`src/rtl/seq_multiplier.sv`:
```
// ---------------------------------------------------------------------------
// seq_multiplier
//
// Purpose:
//   Radix-2 shift-and-add multiplier. It works on operand magnitudes and
//   applies the sign once at the end, so signed and unsigned operands share
//   a single unsigned datapath. One multiplier bit is processed per clock.
//   A result is ready WIDTH+1 edges after the edge that samples start.
//
// Ports:
//   clk        single clock; all state updates on its rising edge
//   rst        asynchronous, active-high reset
//   start      request a multiply; only honoured in IDLE
//   is_signed  1 = A/B are two's complement, 0 = unsigned
//   A          multiplicand, WIDTH bits
//   B          multiplier, WIDTH bits
//   busy       high while the operation is in CALC or SIGN
//   done       one-cycle pulse; P holds a new result
//   P          product, 2*WIDTH bits, held until the next result or reset
// ---------------------------------------------------------------------------
module seq_multiplier #(
    parameter int WIDTH = 32
) (
    input  logic               clk,
    input  logic               rst,
    input  logic               start,
    input  logic               is_signed,
    input  logic [WIDTH-1:0]   A,
    input  logic [WIDTH-1:0]   B,
    output logic               busy,
    output logic               done,
    output logic [2*WIDTH-1:0] P
);

    typedef enum logic [1:0] {
        IDLE = 2'd0,
        CALC = 2'd1,
        SIGN = 2'd2,
        DONE = 2'd3
    } state_t;

    localparam int CW = (WIDTH > 1) ? $clog2(WIDTH) : 1;
    localparam logic [CW-1:0] LAST_STEP = CW'(WIDTH - 1);

    state_t r_state;
    state_t w_nextState;

    // Operation context captured at start
    logic               r_isSigned;
    logic               r_signA;
    logic               r_signB;
    logic [WIDTH-1:0]   r_magA;

    // {r_acc, r_mult} is the shifting accumulator/multiplier pair
    logic [WIDTH-1:0]   r_acc;
    logic [WIDTH-1:0]   r_mult;
    logic [CW-1:0]      r_count;
    logic [2*WIDTH-1:0] r_product;

    logic               w_load;
    logic               w_signA;
    logic               w_signB;
    logic [WIDTH-1:0]   w_magA;
    logic [WIDTH-1:0]   w_magB;
    logic [WIDTH:0]     w_sum;
    logic [2*WIDTH-1:0] w_magProduct;
    logic               w_negate;
    logic [2*WIDTH-1:0] w_finalProduct;

    // Operand conditioning. Negating the most negative value wraps back to
    // the same bit pattern, which read as unsigned is exactly 2^(WIDTH-1),
    // so no extra bit is needed for the magnitude.
    assign w_load  = (r_state == IDLE) && start;
    assign w_signA = is_signed & A[WIDTH-1];
    assign w_signB = is_signed & B[WIDTH-1];
    assign w_magA  = w_signA ? (~A + WIDTH'(1)) : A;
    assign w_magB  = w_signB ? (~B + WIDTH'(1)) : B;

    // One shift-add step. The extra top bit of w_sum is the carry that is
    // shifted back into the accumulator MSB.
    assign w_sum = {1'b0, r_acc} + (r_mult[0] ? {1'b0, r_magA} : {(WIDTH+1){1'b0}});

    // Sign fix-up. A zero magnitude negates to zero, so there is no
    // negative zero to special-case.
    assign w_magProduct   = {r_acc, r_mult};
    assign w_negate       = r_isSigned & (r_signA ^ r_signB);
    assign w_finalProduct = w_negate ? (~w_magProduct + (2*WIDTH)'(1)) : w_magProduct;

    assign P = r_product;

    // State register
    always_ff @(posedge clk or posedge rst) begin
        if (rst) begin
            r_state <= IDLE;
        end else begin
            r_state <= w_nextState;
        end
    end

    // Next-state and output decode; start is only looked at in IDLE
    always_comb begin
        w_nextState = r_state;
        busy        = 1'b0;
        done        = 1'b0;
        case (r_state)
            IDLE: begin
                if (start) begin
                    w_nextState = CALC;
                end
            end
            CALC: begin
                busy = 1'b1;
                if (r_count == LAST_STEP) begin
                    w_nextState = SIGN;
                end
            end
            SIGN: begin
                busy        = 1'b1;
                w_nextState = DONE;
            end
            DONE: begin
                done        = 1'b1;
                w_nextState = IDLE;
            end
            default: begin
                w_nextState = IDLE;
            end
        endcase
    end

    // Capture, iterate and sign-correct datapath
    always_ff @(posedge clk or posedge rst) begin
        if (rst) begin
            r_isSigned <= 1'b0;
            r_signA    <= 1'b0;
            r_signB    <= 1'b0;
            r_magA     <= '0;
            r_acc      <= '0;
            r_mult     <= '0;
            r_count    <= '0;
            r_product  <= '0;
        end else begin
            if (w_load) begin
                r_isSigned <= is_signed;
                r_signA    <= w_signA;
                r_signB    <= w_signB;
                r_magA     <= w_magA;
                r_mult     <= w_magB;
                r_acc      <= '0;
                r_count    <= '0;
            end else if (r_state == CALC) begin
                r_acc   <= w_sum[WIDTH:1];
                r_mult  <= {w_sum[0], r_mult[WIDTH-1:1]};
                r_count <= r_count + CW'(1);
            end else if (r_state == SIGN) begin
                r_product <= w_finalProduct;
            end
        end
    end

endmodule
```
`config.mk`:
```
export PLATFORM = sky130hd
export DESIGN_NAME = seq_multiplier
export DESIGN_NICKNAME = d
export VERILOG_FILES = /design/src/rtl/seq_multiplier.sv
export SDC_FILE = /design/constraint.sdc
export NUM_CORES = 1
export LEC_CHECK = 0
export CAP_MARGIN = 20
export CORE_MARGIN = 5
export CORE_UTILIZATION = 37
export CTS_CLUSTER_DIAMETER = 100
export DETAILED_ROUTE_END_ITERATION = 12
export GPL_TIMING_DRIVEN = 0
export PLACE_DENSITY = 0.6
export RECOVER_POWER = 100
export SLEW_MARGIN = 30
export SYNTH_ARGS = -nofsm -noshare
export SYNTH_HDL_FRONTEND = slang
export SYNTH_SLANG_ARGS = --single-unit
```
`constraint.sdc`:
```
create_clock -name clk -period 17.64 [get_ports clk]
set_input_delay 3.528 -clock clk [delete_from_list [all_inputs] [get_ports clk]]
set_output_delay 3.528 -clock clk [all_outputs]
set_load 0.02 [all_outputs]
```
==> results of run 1 <==
## power breakdown
part	switching, mW	internal [mW]
logic	0.830	0.538
clock network	0.174	0.201
registers	0.177	0.581
## cell families (layout without fill, tap and decap cells)
family | Yosys count | count (layout)
buf+inv | 100 | 267
mux | 47 | 47
xor+xnor | 144 | 144
fa+ha+maj | 43 | 43
other cells | 0 | 1
simple gates | 460 | 460
compound gates | 361 | 361
flops | 170 | 170
## layout make-up
cell class                      count  area share, %
Multi-Input combinational cell   1055           48.0
Sequential cell                   170           31.3
Timing Repair Buffer              135           10.0
Tap cell                          390           3.59
Clock buffer                       18           3.16
Buffer                             71           1.96
Clock inverter                     14           1.13
Inverter                           29          0.810
Antenna cell                        1         0.0184
## routing by layer
| metal | routed length [um] | track usage (%) | part of all wire, % | vias to the layer above |
|---|---|---|---|---|
| met5 | 0 | 0 | 0 | - |
| met4 | 666 | 5.53 | 1.9 | 0 |
| met3 | 1720 | 2.53 | 5.0 | 37 |
| met2 | 16000 | 32.0 | 47 | 295 |
| met1 | 16000 | 29.1 | 47 | 4782 |
| li1 | - | - | - | 4973 |
## cells in the final DEF, fill, tap and decap left out, drive strengths merged, types with 62 or more instances in the layout
cell type	netlist	final
xnor2	74	74
xor2	70	70
dlygate4sd3	0	71
nor2	161	161
clkbuf	64	84
o21ai	114	114
dfrtp	170	170
a21oi	149	149
clkdlybuf4s50	0	62
nand2	126	126
## critical path, delay by kind of cell
family / cells / cell delay (ns)
buf+inv: 3 / 4.57
## Yosys cell counts (5+ instances only)
cell / count
nand3_1: 18
and2_1: 38
a21o_1: 14
dfrtp_1: 170
inv_1: 28
o21ai_0: 112
buf_1: 7
nand2b_1: 5
xor2_1: 70
nand4_1: 12
nor2_1: 161
mux2i_1: 45
nand3b_1: 5
xnor2_1: 74
or4_1: 5
o21bai_1: 12
a21oi_1: 149
a31oi_1: 15
ha_1: 42
or3_1: 12
nor3_1: 30
o41ai_1: 6
nor2b_1: 8
clkbuf_1: 64
o31ai_1: 16
nor4_1: 19
nand2_1: 126
## registers in the layout (all words and copies together), names as in the netlist
signal / count
r_count: 5
r_mult: 32
r_signB: 1
P: 64
r_isSigned: 1
r_acc: 32
r_state: 2
r_signA: 1
r_magA: 32
## worst paths after layout
kind	from	endpoint
setup / recovery	rst	P[2]
hold / removal	r_magA[10]	r_magA[10]
setup reg to reg	r_mult[0]	r_acc[29]
hold reg to reg	r_magA[10]	r_magA[10]
max in group clk	A[4]	r_magA[29]
min in group asynchronous	rst	P[36]
## through the flow
step           hold WS (ns)  cells  setup WS (ns)  power (mW)
2_1_floorplan         0.431   1325           9.51        1.66
3_3_place_gp          0.454   1848           7.00        2.14
3_5_place_dp          0.465   1850          11.13        2.16
4_1_cts               0.481   1882          11.59        2.55
5_1_grt               0.502   1882           7.80        2.71
6_report              0.473   1883           9.10        2.50
==> impl_metrics.yaml, run 1 <==
floorplanning:
  core_sq_um: 29800
  die_w_um: 184
  io_pins: 134
  die_area_sq_um: 33900
  die_h_um: 184
  placementRows: 63
  initial_core_util_pct: 37.6
routing:
  ant_nets: 0
  wl_per_cell_um: 18.2
  dr.pass1.iters: 5
  drt_first_iter_violations: 810
  via_per_inst: 5.36
  via_count: 10100
  routed_wirelength_um: 34300
  drc: 0
timing:
  skew_ns: 0.0122
  max_freq_mhz: 117
  fin_crit_sh_pct: 48.4
  setup_violations: 0
  slew_headroom_pct: -159
  fin_crit_ns: 8.54
  rsz0062_at_grt: "no"
  worst_pin_slew_ns: 3.88
  fin_tns_setup_ns: 0
  drv_slew: 120
  hold_violations: 0
power:
  pwr_density_cell_nw_per_um2: 184
  irDropWorstVdd_v: 0.0000874
  power_leakage_nw: 5.56
job:
  maxCapViolations: 2
setup_path:
  cp.required_ns: 17.28
  slowest_stage: "clkbuf_1"
  criticalPathCategory: "primary input to asynchronous set/reset pin"
  arrival_ns: 8.18
  max_stage_delay_ns: 2.80
  crit_chain: "dlygate4sd3_1 > clkinvlp_2 > clkbuf_1"
  reg2reg_slack_ns: 13.19
  rr_worst_depth: 14
  critPathMaxFanout: 69
  end_kind: "asynchronous set/reset pin"
  start_kind: "primary input"
place:
  dpl_cell_area_sq_um: 13100
  gp_congestion: 0.908
  port_buffers: 133
  dp_hpwl_um: 26700
synth:
  yosysSeqAreaShare_pct: 38.0
  async_flop_share_pct: 100
  netlist.area_leader.share_pct: 38.0
  synth_top_family_by_area: "simple AND/OR/NAND/NOR gates"
  synth.area.mux_share_pct: 4.22
  syn_area_per_cell_sq_um: 8.46
  yosysUniqueCellTypes: 63
  yosysWarningCount: 0
  syn-num-nets: 1436
  synth.area.top_cells: "dfrtp_1, a21oi_1, xnor2_1, xor2_1, nor2_1"
  ys_ff_latch: 170
  synth_edf_count: 0
  yosysTopAreaCell: "dfrtp_1"
  synth-compound-area-share_pct: 18.9
  syn_inst: 1325
  yosys.area_share.simple_pct: 19.5
  synth_fa_ha_area_share_pct: 4.87
  synth_area_sq_um: 11200
  synthFlopType: "dfrtp_1"
  synth_xor_area_share_pct: 11.3
final_layout:
  num-fill-cells: 3029
  fin_area_sq_um: 13600
  postLayoutCoreUtil_pct: 45.6
  area.growth.synth_to_final_pct: 21.3
  multi_input_comb_area_sq_um: 6530
  post_route_cells_drive_above_1_share_pct: 3.02
  register_area_sq_um: 4250
  nets: 1590
outcome:
  violations: "capacitance limit, slew limit"
  status: "complete, but fails checks"
global_route:
  grt_pass1_vias: 9864
  grt_pass1_wl_um: 54200
  grt_max_degree: 70
  gr-usage-all-layers_pct: 20.2
  antenna_found_initial: 0
  overflow: 0
min_path:
  holdPathStages: 2
  hp-class: "register to register"
clock_tree:
  cts_sinks: 170
  cts_buffers: 17
  cts.root.buffer_cell: "clkbuf_16"
  cts_setup_buffers: 0
  cts_tree: "yes"
  post_cts_resized: 0
  h-tree-depth: 4
  clkLatencyLatePin_ns: 0.44
  hold_buffers: 0
  clockBufferDepth: 2
  clk_pin_slew_ns: 0.07
Note: power is estimated with default switching activity, not from simulation.
==> inputs of run 2 (changes only) <==
==> constraint.sdc (replaced) <==
create_clock -name clk -period 8.2 [get_ports clk]
set_input_delay 1.64 -clock clk [delete_from_list [all_inputs] [get_ports clk]]
set_output_delay 1.64 -clock clk [all_outputs]
set_load 0.02 [all_outputs]
==> impl_metrics.yaml, run 2 (synthesis gave the netlist of run 1 again) <==
timing:
  slew_headroom_pct: -52.0
  fin_crit_ns: 4.85
  worst_pin_slew_ns: 2.27
  skew_ns: 0.0138
  fin_crit_sh_pct: 59.2
  setup_violations: 0
  hold_violations: 0
  drv_slew: 50
  rsz0062_at_grt: "no"
  fin_tns_setup_ns: 0
  max_freq_mhz: 206
outcome:
  violations: "capacitance limit, slew limit"
  status: "complete, but fails checks"
setup_path:
  start_kind: "register"
  criticalPathCategory: "register to register"
  reg2reg_slack_ns: 3.35
  critical_path_buf_inv_count: 3
  max_stage_delay_ns: 0.93
  cp.required_ns: 8.51
  crit_chain: "clkbuf_1 > clkbuf_1 > nand2_1 > inv_1 > ha_1 > a211oi_1 > o21ai_0 > nand2_1 > o311ai_0 > nand3_1 > o41ai_1 > nand4_1 > o311ai_0"
  arrival_ns: 5.16
  slowest_stage: "o41ai_1"
  path_delay_family: "compound AO/OA/AOI/OAI gates"
  critPathMaxFanout: 10
  end_kind: "register"
final_layout:
  final_common_cell: "dfrtp_1"
  largest_reg_flops: 64
  multi_input_comb_area_sq_um: 6510
  register_area_sq_um: 4250
  fin_area_sq_um: 13600
  num-fill-cells: 3029
  nets: 1590
  fin_cells: 1883
  mostFrequentLayoutCells: "dfrtp_1, nor2_1, a21oi_1, nand2_1, o21ai_0"
  post_route_cells_drive_above_1_share_pct: 3.02
  area.growth.synth_to_final_pct: 21.4
routing:
  ant_nets: 0
  wl_per_cell_um: 18.2
  routed_wirelength_um: 34300
  via_per_inst: 5.36
  drt_first_iter_violations: 792
  dr.pass1.iters: 5
  drc: 0
  via_count: 10100
clock_tree:
  clockBufferDepth: 2
  clkLatencyLatePin_ns: 0.44
  h-tree-depth: 4
  cts.root.buffer_cell: "clkbuf_16"
  cts_buffers: 17
  hold_buffers: 0
  cts_sinks: 170
  cts_setup_buffers: 0
  clk_pin_slew_ns: 0.07
  post_cts_resized: 0
  cts_tree: "yes"
floorplanning:
  placementRows: 63
  die_h_um: 184
  io_pins: 134
  core_sq_um: 29800
  die_w_um: 184
  initial_core_util_pct: 37.6
  die_area_sq_um: 33900
place:
  place_inst: 1850
  dp_hpwl_um: 26700
  gp_congestion: 0.908
  port_buffers: 133
  dpl_cell_area_sq_um: 13100
job:
  maxCapViolations: 1
global_route:
  antenna_found_initial: 0
  grt_max_degree: 70
  gr-usage-all-layers_pct: 20.2
  overflow: 0
  grt_pass1_vias: 9864
  grt_pass1_wl_um: 54200
min_path:
  hp-class: "register to register"
power:
  pwr_density_cell_nw_per_um2: 395
  irDropWorstVdd_v: 0.000188
  power_leakage_nw: 5.54
[run 2: cell types whose count changed in the layout (fill, tap and decap cells not counted), sizes merged]
cell and delta:
buf +1, clkbuf -1
[run 2: report_power, final]
part / switching (mW) / leakage (nW) / internal (mW) / total (mW)
clock network: 0.378 / 0.281 / 0.433 / 0.810
logic: 1.78 / 3.20 / 1.16 / 2.94
registers: 0.380 / 2.05 / 1.25 / 1.63
total: 2.54 / 5.54 / 2.84 / 5.38
[run 2: final timing paths]
check,cells past startpoint,endpoint,from
setup reg to reg,13,r_acc[30],r_mult[0]
min in group asynchronous,2,P[36],rst
max in group asynchronous,4,r_magA[27],rst
hold / removal,2,r_magA[10],r_magA[10]
hold reg to reg,2,r_magA[10],r_magA[10]
setup / recovery,13,r_acc[30],r_mult[0]
[run 2: worst register-to-register path: cells and delay by family (launching register included)]
| kind | cells | cell delay [ns] |
|---|---|---|
| AOI/OAI and AO/OA | 5 | 2.33 |
| adders and majority gates | 1 | 0.14 |
| buffers and inverters | 3 | 1.05 |
| DFF | 1 | 0.32 |
| and+or+nand+nor | 4 | 0.88 |
[run 2: cell type report]
type	instances	area share, %
Clock buffer	18	3.15
Antenna cell	1	0.0184
Buffer	71	1.96
Clock inverter	14	1.13
Timing Repair Buffer	135	10.2
Multi-Input combinational cell	1055	47.9
Sequential cell	170	31.3
Tap cell	390	3.59
Inverter	29	0.809
[run 2: metal layers]
metal	GRT usage, %	vias up	part of all wire (%)
met5	0	-	0
met4	5.53	0	2.0
met3	2.53	37	4.3
met2	32.0	269	47
met1	29.1	4814	47
li1	-	4973	-
[run 2: per-stage QoR]
stage	worst slack, ns	utilization, %	power, mW	hold slack (ns)
2_1_floorplan	1.96	-	3.56	0.431
3_3_place_gp	-0.548	43.7	4.60	0.454
3_5_place_dp	3.57	43.9	4.66	0.465
4_1_cts	3.77	45.9	5.48	0.481
5_1_grt	3.05	45.6	5.82	0.502
6_report	3.35	45.7	5.38	0.473
==> inputs of run 3 (changes only) <==
==> constraint.sdc (replaced) <==
create_clock -name clk -period 4.6 [get_ports clk]
set_input_delay 0.92 -clock clk [delete_from_list [all_inputs] [get_ports clk]]
set_output_delay 0.92 -clock clk [all_outputs]
set_load 0.02 [all_outputs]
==> impl_metrics.yaml, run 3 (synthesis gave the netlist of run 1 again) <==
final_layout:
  fin_cells: 1888
  largest_reg_flops: 64
  fin_area_sq_um: 13700
  nets: 1593
  num-fill-cells: 2989
  post_route_cells_drive_above_1_share_pct: 3.08
  mostFrequentLayoutCells: "dfrtp_1, nor2_1, a21oi_1, nand2_1, o21ai_0"
  area.growth.synth_to_final_pct: 21.9
  final_common_cell: "dfrtp_1"
floorplanning:
  die_h_um: 184
  io_pins: 134
  placementRows: 63
  core_sq_um: 29800
  initial_core_util_pct: 37.6
  die_w_um: 184
  die_area_sq_um: 33900
timing:
  fin_tns_setup_ns: 0
  rsz0062_at_grt: "no"
  max_freq_mhz: 232
  fin_crit_ns: 4.31
  hold_violations: 0
  setup_slack_ns: 0.288
  setup_violations: 0
  skew_ns: 0.0160
  fin_crit_sh_pct: 93.7
  worst_pin_slew_ns: 1.46
  drv_slew: 0
  slew_headroom_pct: 2.00
routing:
  drt_first_iter_violations: 718
  via_per_inst: 5.38
  dr.pass1.iters: 5
  via_count: 10200
  ant_nets: 0
  top_layer: "met4"
  drc: 0
  wl_met2_um: 16200
  wl_met3_um: 1670
  met1_length_um: 16000
  routed_wirelength_um: 34500
  wl_per_cell_um: 18.3
clock_tree:
  cts_tree: "yes"
  h-tree-depth: 4
  cts_buffers: 17
  clkLatencyLatePin_ns: 0.44
  cts_sinks: 170
  clk_pin_slew_ns: 0.07
  clockBufferDepth: 2
  cts_setup_buffers: 0
  cts.root.buffer_cell: "clkbuf_16"
place:
  dp_slack_ns: 0.291
  place_inst: 1854
  dpl_cell_area_sq_um: 13200
  port_buffers: 133
  gp_congestion: 0.919
  dp_hpwl_um: 27000
global_route:
  grt_pass1_vias: 9850
  overflow: 0
  grt_pass1_wl_um: 53900
  antenna_found_initial: 1
  grt_max_degree: 31
  gr-usage-all-layers_pct: 20.1
setup_path:
  start_kind: "register"
  critPathMaxFanout: 10
  max_stage_delay_ns: 0.65
  cpMostUsedCell: "o311ai_0"
  end_kind: "register"
  path_delay_family: "compound AO/OA/AOI/OAI gates"
  critical_path_buf_inv_count: 2
  arrival_ns: 4.63
  slowest_stage: "dfrtp_1"
  criticalPathCategory: "register to register"
  cp.required_ns: 4.92
  reg2reg_slack_ns: 0.29
  crit_chain: "clkbuf_1 > and2_0 > ha_1 > inv_1 > fa_1 > nor2b_1 > o2111ai_1 > a21oi_1 > nor2_1 > o31ai_1 > o311ai_0 > o311ai_0"
outcome:
  status: "complete, but fails checks"
  violations: "capacitance limit"
power:
  power_leakage_nw: 5.59
  irDropWorstVdd_v: 0.000327
  pwr_density_cell_nw_per_um2: 712
  p_total_mw: 9.73
min_path:
  hp-class: "register to register"
job:
  maxCapViolations: 1
[run 3: timing repair]
item                       4_1_cts  5_1_grt
hold buffers                     0        0
hold endpoints to repair         0        0
gates resized for setup          0        1
setup endpoints to repair        0        2
[run 3: path summary, 6_finish.rpt]
check / to / start / cells past startpoint
worst max-delay path: r_acc[27] / r_mult[0] / 12
worst min-delay path: r_magA[25] / r_magA[25] / 2
worst max register to register: r_acc[27] / r_mult[0] / 12
worst min register to register: r_magA[25] / r_magA[25] / 2
max in group asynchronous: P[61] / rst / 4
min in group asynchronous: P[41] / rst / 2
[run 3: layout make-up]
class                      instances  area, sq um  area share [%]
timing repair buffer             139         1360            9.98
buffer                            70          263            1.92
inverter                          29          110           0.806
clock buffer                      18          429            3.14
clock inverter                    14          206            1.51
antenna                            3         7.51          0.0550
sequential                       170         4250            31.1
multi-input combinational       1055         6540            47.9
tap                              390          488            3.57
[run 3: per-stage QoR]
step                      hold WS, ns  utilization (%)
final                           0.472             45.8
after global routing            0.499             45.8
after CTS                       0.482             46.3
after detailed placement        0.466             44.1
after global placement          0.453             43.7
after floorplan                 0.431                -
[run 3: report_power, final]
group / total, mW / internal [mW] / switching (mW)
clock network: 1.58 / 0.923 / 0.653
registers: 2.92 / 2.23 / 0.695
logic: 5.23 / 2.06 / 3.17
[run 3: tightest hold or removal path, stage by stage (launching register included)]
cell     delay, ns
dfrtp_1       0.34
nand2_1       0.04
o21ai_0       0.06
[run 3: layer usage]
metal | vias to the layer above | GRT usage [%]
li1 | 4998 | -
met1 | 4839 | 28.3
met2 | 278 | 32.5
met3 | 40 | 2.37
met4 | 0 | 5.97
met5 | - | 0
